### src/rtl/l1_burst_responder.sv
`timescale 1ns/1ps
// l1_burst_responder: responder end of the L1 request/return protocol.
// Reads return a line-aligned ascending burst fetched through a pipelined memory port; writes are single-word stores.
module l1_burst_responder #(
  parameter int MAX_BURST       = 16,
  parameter int MAX_OUTSTANDING = 4
) (
  input  logic        clk,
  input  logic        rst,
  input  logic        l1_request,
  input  logic [31:0] l1_addr,
  input  logic        l1_rnw,
  input  logic [4:0]  l1_size,
  input  logic [31:0] l1_data,
  input  logic [3:0]  l1_be,
  output logic        l1_ack,
  output logic        l1_data_valid,
  output logic [31:0] l1_rdata,
  output logic        mem_req,
  output logic        mem_we,
  output logic [31:0] mem_addr,
  output logic [3:0]  mem_be,
  output logic [31:0] mem_wdata,
  input  logic        mem_ready,
  input  logic        mem_rvalid,
  input  logic [31:0] mem_rdata
);
  localparam int SZ_W  = $clog2(MAX_BURST);
  localparam int CNT_W = SZ_W + 1;
  localparam int OUT_W = $clog2(MAX_OUTSTANDING + 1);

  localparam logic [1:0] S_IDLE  = 2'd0;
  localparam logic [1:0] S_ISSUE = 2'd1;
  localparam logic [1:0] S_WRITE = 2'd2;
  localparam logic [1:0] S_DRAIN = 2'd3;

  logic [1:0]       state_q, state_d;
  logic [31:0]      addr_q;
  logic [3:0]       be_q;
  logic [31:0]      wdata_q;
  logic [CNT_W-1:0] total_q;
  logic [CNT_W-1:0] issued_q, issued_d;
  logic [CNT_W-1:0] returned_q, returned_d;
  logic [OUT_W-1:0] outst_q, outst_d;
  logic             dv_q;
  logic [31:0]      rdata_q;
  logic             rd_accept;
  logic             rvalid_eff;
  logic [SZ_W-1:0]  size_trunc;

  assign size_trunc = l1_size[SZ_W-1:0];

  generate
    if (SZ_W < 5) begin : g_size_hi
      logic unused_size_hi;
      assign unused_size_hi = ^l1_size[4:SZ_W];
    end
  endgenerate

  // Line span is the next power of two at or above the word count, in bytes.
  function automatic logic [31:0] line_base(input logic [31:0] addr, input logic [SZ_W-1:0] size);
    logic [CNT_W-1:0] words;
    logic [31:0]      span;
    words = {1'b0, size} + CNT_W'(1);
    span  = 32'd4;
    for (int i = 0; i < SZ_W; i++) begin
      if ((32'd1 << i) < 32'(words)) span = span << 1;
    end
    return addr & ~(span - 32'd1);
  endfunction

  assign l1_ack        = rst && l1_request && (state_q == S_IDLE);
  assign l1_data_valid = dv_q;
  assign l1_rdata      = rdata_q;
  assign rd_accept     = (state_q == S_ISSUE) && mem_req && mem_ready;
  assign rvalid_eff    = mem_rvalid && (outst_q != '0);

  always_comb begin
    mem_req   = 1'b0;
    mem_we    = 1'b0;
    mem_addr  = '0;
    mem_be    = '0;
    mem_wdata = '0;
    case (state_q)
      S_ISSUE: begin
        if ((issued_q < total_q) && (outst_q < OUT_W'(MAX_OUTSTANDING))) begin
          mem_req  = 1'b1;
          mem_addr = addr_q + {{(30 - CNT_W){1'b0}}, issued_q, 2'b00};
          mem_be   = 4'hF;
        end
      end
      S_WRITE: begin
        mem_req   = 1'b1;
        mem_we    = 1'b1;
        mem_addr  = addr_q;
        mem_be    = be_q;
        mem_wdata = wdata_q;
      end
      default: ;
    endcase
  end

  always_comb begin
    state_d    = state_q;
    issued_d   = issued_q;
    returned_d = returned_q;
    outst_d    = outst_q;
    if (rvalid_eff) returned_d = returned_q + CNT_W'(1);
    case ({rd_accept, rvalid_eff})
      2'b10:   outst_d = outst_q + OUT_W'(1);
      2'b01:   outst_d = outst_q - OUT_W'(1);
      default: ;
    endcase
    case (state_q)
      S_IDLE: begin
        if (l1_ack) begin
          issued_d   = '0;
          returned_d = '0;
          state_d    = l1_rnw ? S_ISSUE : S_WRITE;
        end
      end
      S_ISSUE: begin
        if (rd_accept) begin
          issued_d = issued_q + CNT_W'(1);
          if (issued_d == total_q) state_d = S_DRAIN;
        end
      end
      S_WRITE: begin
        if (mem_ready) state_d = S_IDLE;
      end
      // Leave once the final return word is visible on l1_data_valid.
      S_DRAIN: begin
        if (returned_q == total_q) state_d = S_IDLE;
      end
      default: state_d = S_IDLE;
    endcase
  end

  always_ff @(posedge clk or negedge rst) begin
    if (!rst) begin
      state_q    <= S_IDLE;
      issued_q   <= '0;
      returned_q <= '0;
      outst_q    <= '0;
      dv_q       <= 1'b0;
      rdata_q    <= '0;
    end else begin
      state_q    <= state_d;
      issued_q   <= issued_d;
      returned_q <= returned_d;
      outst_q    <= outst_d;
      dv_q       <= rvalid_eff;
      rdata_q    <= rvalid_eff ? mem_rdata : '0;
    end
  end

  always_ff @(posedge clk or negedge rst) begin
    if (!rst) begin
      addr_q  <= '0;
      be_q    <= '0;
      wdata_q <= '0;
      total_q <= '0;
    end else if (l1_ack) begin
      addr_q  <= l1_rnw ? line_base(l1_addr, size_trunc) : {l1_addr[31:2], 2'b00};
      be_q    <= l1_be;
      wdata_q <= l1_data;
      total_q <= {1'b0, size_trunc} + CNT_W'(1);
    end
  end

  always_ff @(posedge clk) begin
    if (rst) begin
      assert (!(mem_rvalid && (outst_q == '0)))
        else $error("l1_burst_responder: mem_rvalid with no read outstanding");
    end
  end

endmodule

### config.mk
export PLATFORM = sky130hd
export DESIGN_NAME = l1_burst_responder
export DESIGN_NICKNAME = d
export VERILOG_FILES = /design/src/rtl/l1_burst_responder.sv
export SDC_FILE = /design/constraint.sdc
export NUM_CORES = 1
export LEC_CHECK = 0
export CAP_MARGIN = 15
export CORE_ASPECT_RATIO = 2
export CORE_MARGIN = 2
export CORE_UTILIZATION = 48
export CTS_BUF_LIST = sky130_fd_sc_hd__clkbuf_4
export DETAILED_ROUTE_END_ITERATION = 16
export PLACE_DENSITY = 0.81
export SYNTH_ARGS = -nofsm -noshare
export SYNTH_HDL_FRONTEND = slang
export SYNTH_SLANG_ARGS = --single-unit
### constraint.sdc
create_clock -name clk -period 3 [get_ports clk]
set_clock_uncertainty 0.05 [all_clocks]
set_input_delay 0.45 -clock clk [delete_from_list [all_inputs] [get_ports clk]]
set_output_delay 0.45 -clock clk [all_outputs]
set_load 0.005 [all_outputs]
==> results of run 1 <==
repair_timing:
action                                  4_1_cts  5_1_grt
endpoints found under the setup margin       67       68
setup buffers                                34       19
pin swaps                                    57       36
gates cloned                                  1        1
hold buffers                                  1        0
hold endpoints to repair                     49        0
gates resized for setup                     219       61
synthesized netlist by cell type, types with 7 or more instances:
cell      number  share of area [%]
a21oi_1       21                1.6
a31oi_1       16                1.5
and2_1        69                6.6
and3_1        11                1.0
clkbuf_1      35                2.0
dfrtp_1      119                 45
ha_1          21                4.0
inv_1         20                1.1
nand2_1      213                 12
nand3_1       25                1.9
nand4_1       12                1.1
nor2_1        23                1.3
nor2b_1       11                1.0
nor3_1         9               0.69
o211ai_1       8               0.91
o21a_1         8               0.91
o21ai_0       32                2.4
xnor2_1        7               0.93
xor2_1        14                1.9
per-layer routing:
| metal | vias to the layer above | wire, µm | share of wire, % |
|---|---|---|---|
| li1 | 3245 | - | - |
| met1 | 3424 | 7692 | 31 |
| met2 | 473 | 12950 | 52 |
| met3 | 183 | 2053 | 8.2 |
| met4 | 0 | 2297 | 9.2 |
| met5 | - | 0 | 0 |
worst max-delay path, stage by stage (launching register included):
cell	delay, ps
dfrtp_2	500
ha_4	300
buf_6	80
o21ai_2	40
o21bai_1	170
a21oi_2	100
or4_4	490
or4_1	410
o211ai_1	90
buf_2	150
area by class of cell:
class | instances | area [µm²]
Multi-Input combinational cell | 582 | 3827
Tap cell | 155 | 193.9
Clock inverter | 13 | 175.2
Sequential cell | 119 | 2980
Clock buffer | 18 | 135.1
Antenna cell | 3 | 7.507
Timing Repair Buffer | 344 | 3136
Inverter | 21 | 81.33
Fill cell | 827 | 2902
through the flow:
stage	TNS (ps)	area [µm²]	setup WS [ps]	power, µW
floorplan	0	6574	188.3	4475
global placement	-779.9	9363	-137.6	6504
detailed placement	-1693	9363	-163.9	6639
CTS	-4314	10190	-315.9	8377
global route	-11440	10530	-470.8	9450
finish	-8208	10540	-370.6	8950
logic make-up after synthesis:
family,count (synthesis)
XOR/XNOR,21
flip-flops,119
AND/OR/NAND/NOR,400
other,1
buffers and inverters,62
adder cells (fa/ha/maj),23
multiplexers,7
AO/OA/AOI/OAI,129
sequential cells by signal (all words and copies together) (netlist names):
name / count
be_q: 4
total_q: 5
addr_q: 30
l1_data_valid: 1
issued_q: 5
returned_q: 5
wdata_q: 32
outst_q: 3
state_q: 2
l1_rdata: 32
how the worst max path moves through the flow:
stage	cells past startpoint	slack (ps)	endpoint
after floorplan	14	190	outst_q[2]
after global placement	8	-140	mem_addr[31]
after detailed placement	10	-160	mem_addr[7]
after CTS	9	-320	mem_addr[31]
after global routing	9	-470	mem_addr[31]
final	9	-370	mem_addr[31]
report_power, final:
group | switching (µW) | total, µW | internal [µW]
Sequential | 423 | 2630 | 2210
Combinational | 2540 | 5050 | 2510
Clock | 673 | 1270 | 594
==> results.md, run 1 <==
* Status: finished with violations
* Failing checks: negative setup slack
* Worst Setup Start Kind: register
* Register area share after synthesis at 45.32%
* Post-route minimum period at between 3000 and 4000 ps
* Fin crit share at 112.4%
* CP arrival at 2870 ps
* Fin util at 78.41%
* Hold Crit Depth at 3
* Row Count at 60
* Inst Count DP at 1173
* WHS Endpoint: addr_q[25]
* Compound-Gate Fraction of Synth Area at 13.25%
* DRT iter0 DRCs at 635
* Unrepaired setup endpoints after global routing: true
* Die Width at 86.73 µm
* Htree depth at 4
* GRT busiest layer: met2
* Final worst slack at -370.6 ps
* Maximum vdd drop at approximately 0.55 mV
* DR pass1 iterations at 5
* Full die area at roughly 15000 µm²
* Clk sinks at 119
* Crit path required time at 2500 ps
* Worst-Margin Slew at 926.5 ps
* Xor-xnor portion of the synthesized cell area at 2.799%
* ANT nets after route at 0
* Maxcap violations at 0
* Synth warn at 0
* I/O Buffers at 209
* R2r worst-path depth at 18
* Max_slew headroom at 38.23%
* Total gr overflow at 0
* Core area at roughly 13000 µm²
* Final Hold Viols at 0
* Mapped cell area at 6570 µm²
* Power density cells at ~850 nW/µm²
* Final #Nets at between 1k and 1.5k
* Leak at between 0.005 and 0.006 µW
* Most common cell after layout, fill and taps aside: nand2_1
* Worst min path class: in2reg
* Reg-to-reg slack, setup at -100 ps
* First-pass GRT wire length at around 36 mm
* CP startpoint: issued_q[3]
* Post-Synth Adder-Cell Area at 4.609%
* Worst hold start: l1_addr[25]
* Synth cell types at 65
* Vias at around 7.3k
* Mapped Cells at 762
* Synth Area in Simple Gates at 29.16%
* Routability Congestion at 0.9531
* Largest net degree at the start of global routing at between 70 and 80
* Root Buffer: clkbuf_4
* M1 GR Usage at between 30% and 40%
* Final cell count without fillers at about 1.3k
* Ratio of cells with drive above 1 in the final layout at 25.43%
* Final Max Slew Viols at 0
* Reg2reg end: outst_q[2]
* Post-synth EDFFs at 0
* Top Ports at ~220
* Hpwl dp at 15.54 mm
* Initial core utilization at between 40 and 50%
* Die Ht at 169.5 µm
* DR DRC count at 0
* CTS tree: built
* Number of synthesized register bits at between 100 and 150
* Main combinational cell family by area after synthesis: simple AND/OR/NAND/NOR gates
* Final WL at 25.00 mm
* Post-Syn Area per Cell at 8.622 µm²
* Commonest cells after routing, fill and taps aside: nand2_1, clkdlybuf4s50_1, dfrtp_1
* Final setup violation count at 37
* Number of global-route vias before repair at 7179
* Hold slack final at 365.9 ps
* Crit Path Class: reg2out
* Layout area overhead at 60.37%
* Ys flop type: dfrtp_1
* Reg clk slew, reported paths at 140 ps
* Clock buffer depth at 2
* Met2 usage at 55.05%
* Reg2reg start: issued_q[3]
* Asr flop ratio synth at 100.0%
* M3 GR Usage at 10.41%
* Initial antenna violation count at 3
* Max Fclk at 296.7 MHz
* GR Util All Layers at 32.18%
* CP endpoint kind: output port
* Worst-skew pair later-pin latency at 530 ps
* Vias per cell at 5.837
* CTS Buf Count at 17
* Mux cell area share after synthesis at 1.086%
* Max FO, Critical Path at 2
* Avg WL per Cell at ~20 µm
No activity file was read; power rests on OpenSTA's default activity.
==> run 2, diff against run 1 <==
Settings changed: CORE_MARGIN 2 to 4.
==> run 2 against run 1 <==
Effect of this change:
- the run still ends with negative setup slack left
- sequential cell count stayed put
- sequential power is essentially flat
- final area decreased by 0.27%
- clock-buffer cell count unchanged
- sequential share of layout area is 0.089 points higher
- maximum frequency increased by 2.1%
- via count is 2.1% lower
- die area up 7.1%
- critical path depth up 1
- final cell count down 0.80%
==> results.md, run 2 (synthesis results as in run 1) <==
* Final #Nets at 1209 (-0.82%)
* Routability Congestion at 0.9265 (-2.8%)
* Final cell count without fillers at 1245 (-0.80%)
* DR DRC count at 0 (unchanged)
* CP peak stage delay at 480 ps (-20 ps)
* DR pass1 iterations at 7 (+2)
* Vias per cell at 5.762 (-1.3%)
* Power density cells at 855.6 nW/µm² (+0.74%)
* Critical Path Sink: mem_addr[20]
* Final Hold Viols at 0 (unchanged)
* Worst-skew pair later-pin latency at 520 ps (about the same)
* WP depth at 10 (+1)
* Failing checks: negative setup slack
* Die Width at 90.73 µm (+4.6%)
* Max_slew headroom at 44.43% (+6.2 points)
* Avg WL per Cell at 20.44 µm (+2.6%)
* Full die area at 15740 µm² (+7.1%)
* Worst Setup Start Kind: register
* Ratio of cells with drive above 1 in the final layout at 26.01% (+0.58 points)
* Post-route cell area at 10510 µm² (-0.27%)
* Fin util at 78.19% (-0.21 points)
* Reg2reg start: state_q[0]
* Final setup violation count at 28 (-24%)
* CTS tree: built
* Placed cell areas at 9370 µm² (about the same)
* Commonest cells after routing, fill and taps aside: nand2_1, clkdlybuf4s50_1, dfrtp_1
* ANT nets after route at 0 (unchanged)
* Clk sinks at 119 (unchanged)
* Die Ht at 173.5 µm (+2.4%)
* Setup TNS at -3654 ps (+4554 ps)
* Vias at 7174 (-2.1%)
* First-pass GRT wire length at 35.27 mm (-2.2%)
* Htree depth at 4 (unchanged)
* Row Count at 60 (unchanged)
* R2r worst-path depth at 14 (-4)
* Core area at 13440 µm² (unchanged)
* Maximum vdd drop at 0.5339 mV (-2.4%)
* Final Max Slew Viols at 0 (unchanged)
* CP arrival at 2800 ps (-70 ps)
* Crit Path Class: reg2out
* GR Util All Layers at 28.72% (-3.5 points)
* CP cell instances: ha_4, fa_2, a211oi_2, o21bai_2, and3b_2, buf_12, buf_6, a31oi_1, a31oi_1, buf_2
* Hpwl dp at 16.58 mm (+6.7%)
* Critical Path Most Common Cell: a31oi_1
* DP Worst Slack at -158.5 ps (+5.352 ps)
* Fin crit share at 110.1% (-2.3 points)
* Crit path max-delay family: adder cells
* Most common cell after layout, fill and taps aside: nand2_1
* Final worst slack at -302.9 ps (+67.76 ps)
* Reg2reg end: outst_q[2]
* Unrepaired setup endpoints after global routing: true
* Leak at 0.004920 µW (-1.7%)
* CP startpoint: issued_q[0]
* DRT iter0 DRCs at 500 (-21%)
* Initial antenna violation count at 2 (-1)
* Worst min path class: in2async
* CP endpoint kind: output port
* Crit path required time at 2500 ps (about the same)
* Initial core utilization at 48.89% (unchanged)
* Layout area overhead at 59.93%
* Final WL at 25.45 mm (+1.8%)
* Top Ports at 215 (unchanged)
* Filler cell count at 878 (+6.2%)
* Total gr overflow at 0 (unchanged)
* CTS Buf Count at 17 (unchanged)
* CP bufs+invs at 3 (+1)
* Reg clk slew, reported paths at 120 ps (-20 ps)
* Inst Count DP at 1174 (+0.085%)
* Slowest cell on the critical path: dfrtp_1
* Worst-Margin Slew at 833.5 ps (-92.99 ps)
* Max Fclk at 302.8 MHz (+2.1%)
* Largest net degree at the start of global routing at 71 (unchanged)
* Post-route minimum period at 3303 ps (-67.77 ps)
* Status: finished with violations
* Number of global-route vias before repair at 6989 (-2.6%)
* Max FO, Critical Path at 5 (+3)
* Reg-to-reg slack, setup at 130 ps (+230 ps)
* I/O Buffers at 209 (unchanged)
* Clock buffer depth at 2 (unchanged)
* Root Buffer: clkbuf_4
* Maxcap violations at 0 (unchanged)
## run 2: cell types whose count changed in the layout (fill, tap and decap cells not counted), moves of 3 or more
| cell | before | now |
|---|---|---|
| a31oi_4 | 1 | 4 |
| a21oi_2 | 2 | 5 |
| o21ai_4 | 3 | 6 |
| buf_8 | 1 | 4 |
| buf_6 | 29 | 18 |
| clkinv_4 | 6 | 3 |
| o21ai_2 | 9 | 5 |
| clkbuf_2 | 1 | 5 |
| a21oi_1 | 17 | 14 |
| a31oi_1 | 14 | 11 |
## run 2: worst reg2reg max path, stage by stage, from the launching register on
cell	delay [ps]
dfrtp_1	400
inv_1	110
ha_1	350
buf_4	200
a31oi_4	190
o31ai_4	110
buf_12	150
buf_4	140
nand3_2	80
ha_1	180
inv_1	60
fa_1	370
xor2_1	150
nor2_1	110
xor2_1	150
## run 2: stage by stage
stage / power, µW / hold WS (ps)
finish: 8991 / 221.7
floorplan: 4475 / 104.4
global route: 9490 / 199.8
CTS: 8363 / 215.4
detailed placement: 6683 / 230.6
global placement: 6560 / 226.9
## run 2: per-layer routing
layer / track usage (%) / part of all wire (%) / vias to the layer above
met1: 26.92 / 32 / 3398
met2: 54.07 / 53 / 399
met5: 0 / 0 / -
li1: - / - / 3218
met4: 19.63 / 8.3 / 0
met3: 5.995 / 6.6 / 159
## run 2: repair_timing
| item | in CTS | in global routing |
|---|---|---|
| pin swaps | 43 | 41 |
| hold buffers | 1 | 0 |
| buffers inserted | 22 | 17 |
| gates resized for setup | 188 | 90 |
| setup endpoints to repair | 59 | 64 |
| hold endpoints to repair | 6 | 0 |
| gates cloned | 0 | 1 |
## run 2: where the power goes
group	switching [µW]	total (µW)	leakage [µW]	internal, µW
registers	439	2650	0.00150	2210
logic	2500	4910	0.00323	2410
clock network	670	1440	0.000189	766
## run 2: area by class of cell
class | count | area (µm²) | area share (%)
antenna | 2 | 5.005 | 0.04763
inverter | 21 | 78.83 | 0.7502
tap | 155 | 193.9 | 1.846
sequential | 119 | 2982 | 28.38
clock inverter | 14 | 220.2 | 2.096
clock buffer | 18 | 135.1 | 1.286
multi-input combinational | 582 | 3882 | 36.95
timing repair buffer | 334 | 3010 | 28.65
## run 2: worst min-delay path by stage
stage / startpoint / cells after the start / end / slack (ps)
floorplan: rst / 0 / addr_q[10] / 100
global route: rst / 2 / state_q[0] / 200
CTS: rst / 2 / state_q[0] / 220
detailed placement: rst / 1 / state_q[0] / 230
global placement: rst / 1 / state_q[0] / 230
finish: rst / 2 / state_q[0] / 220
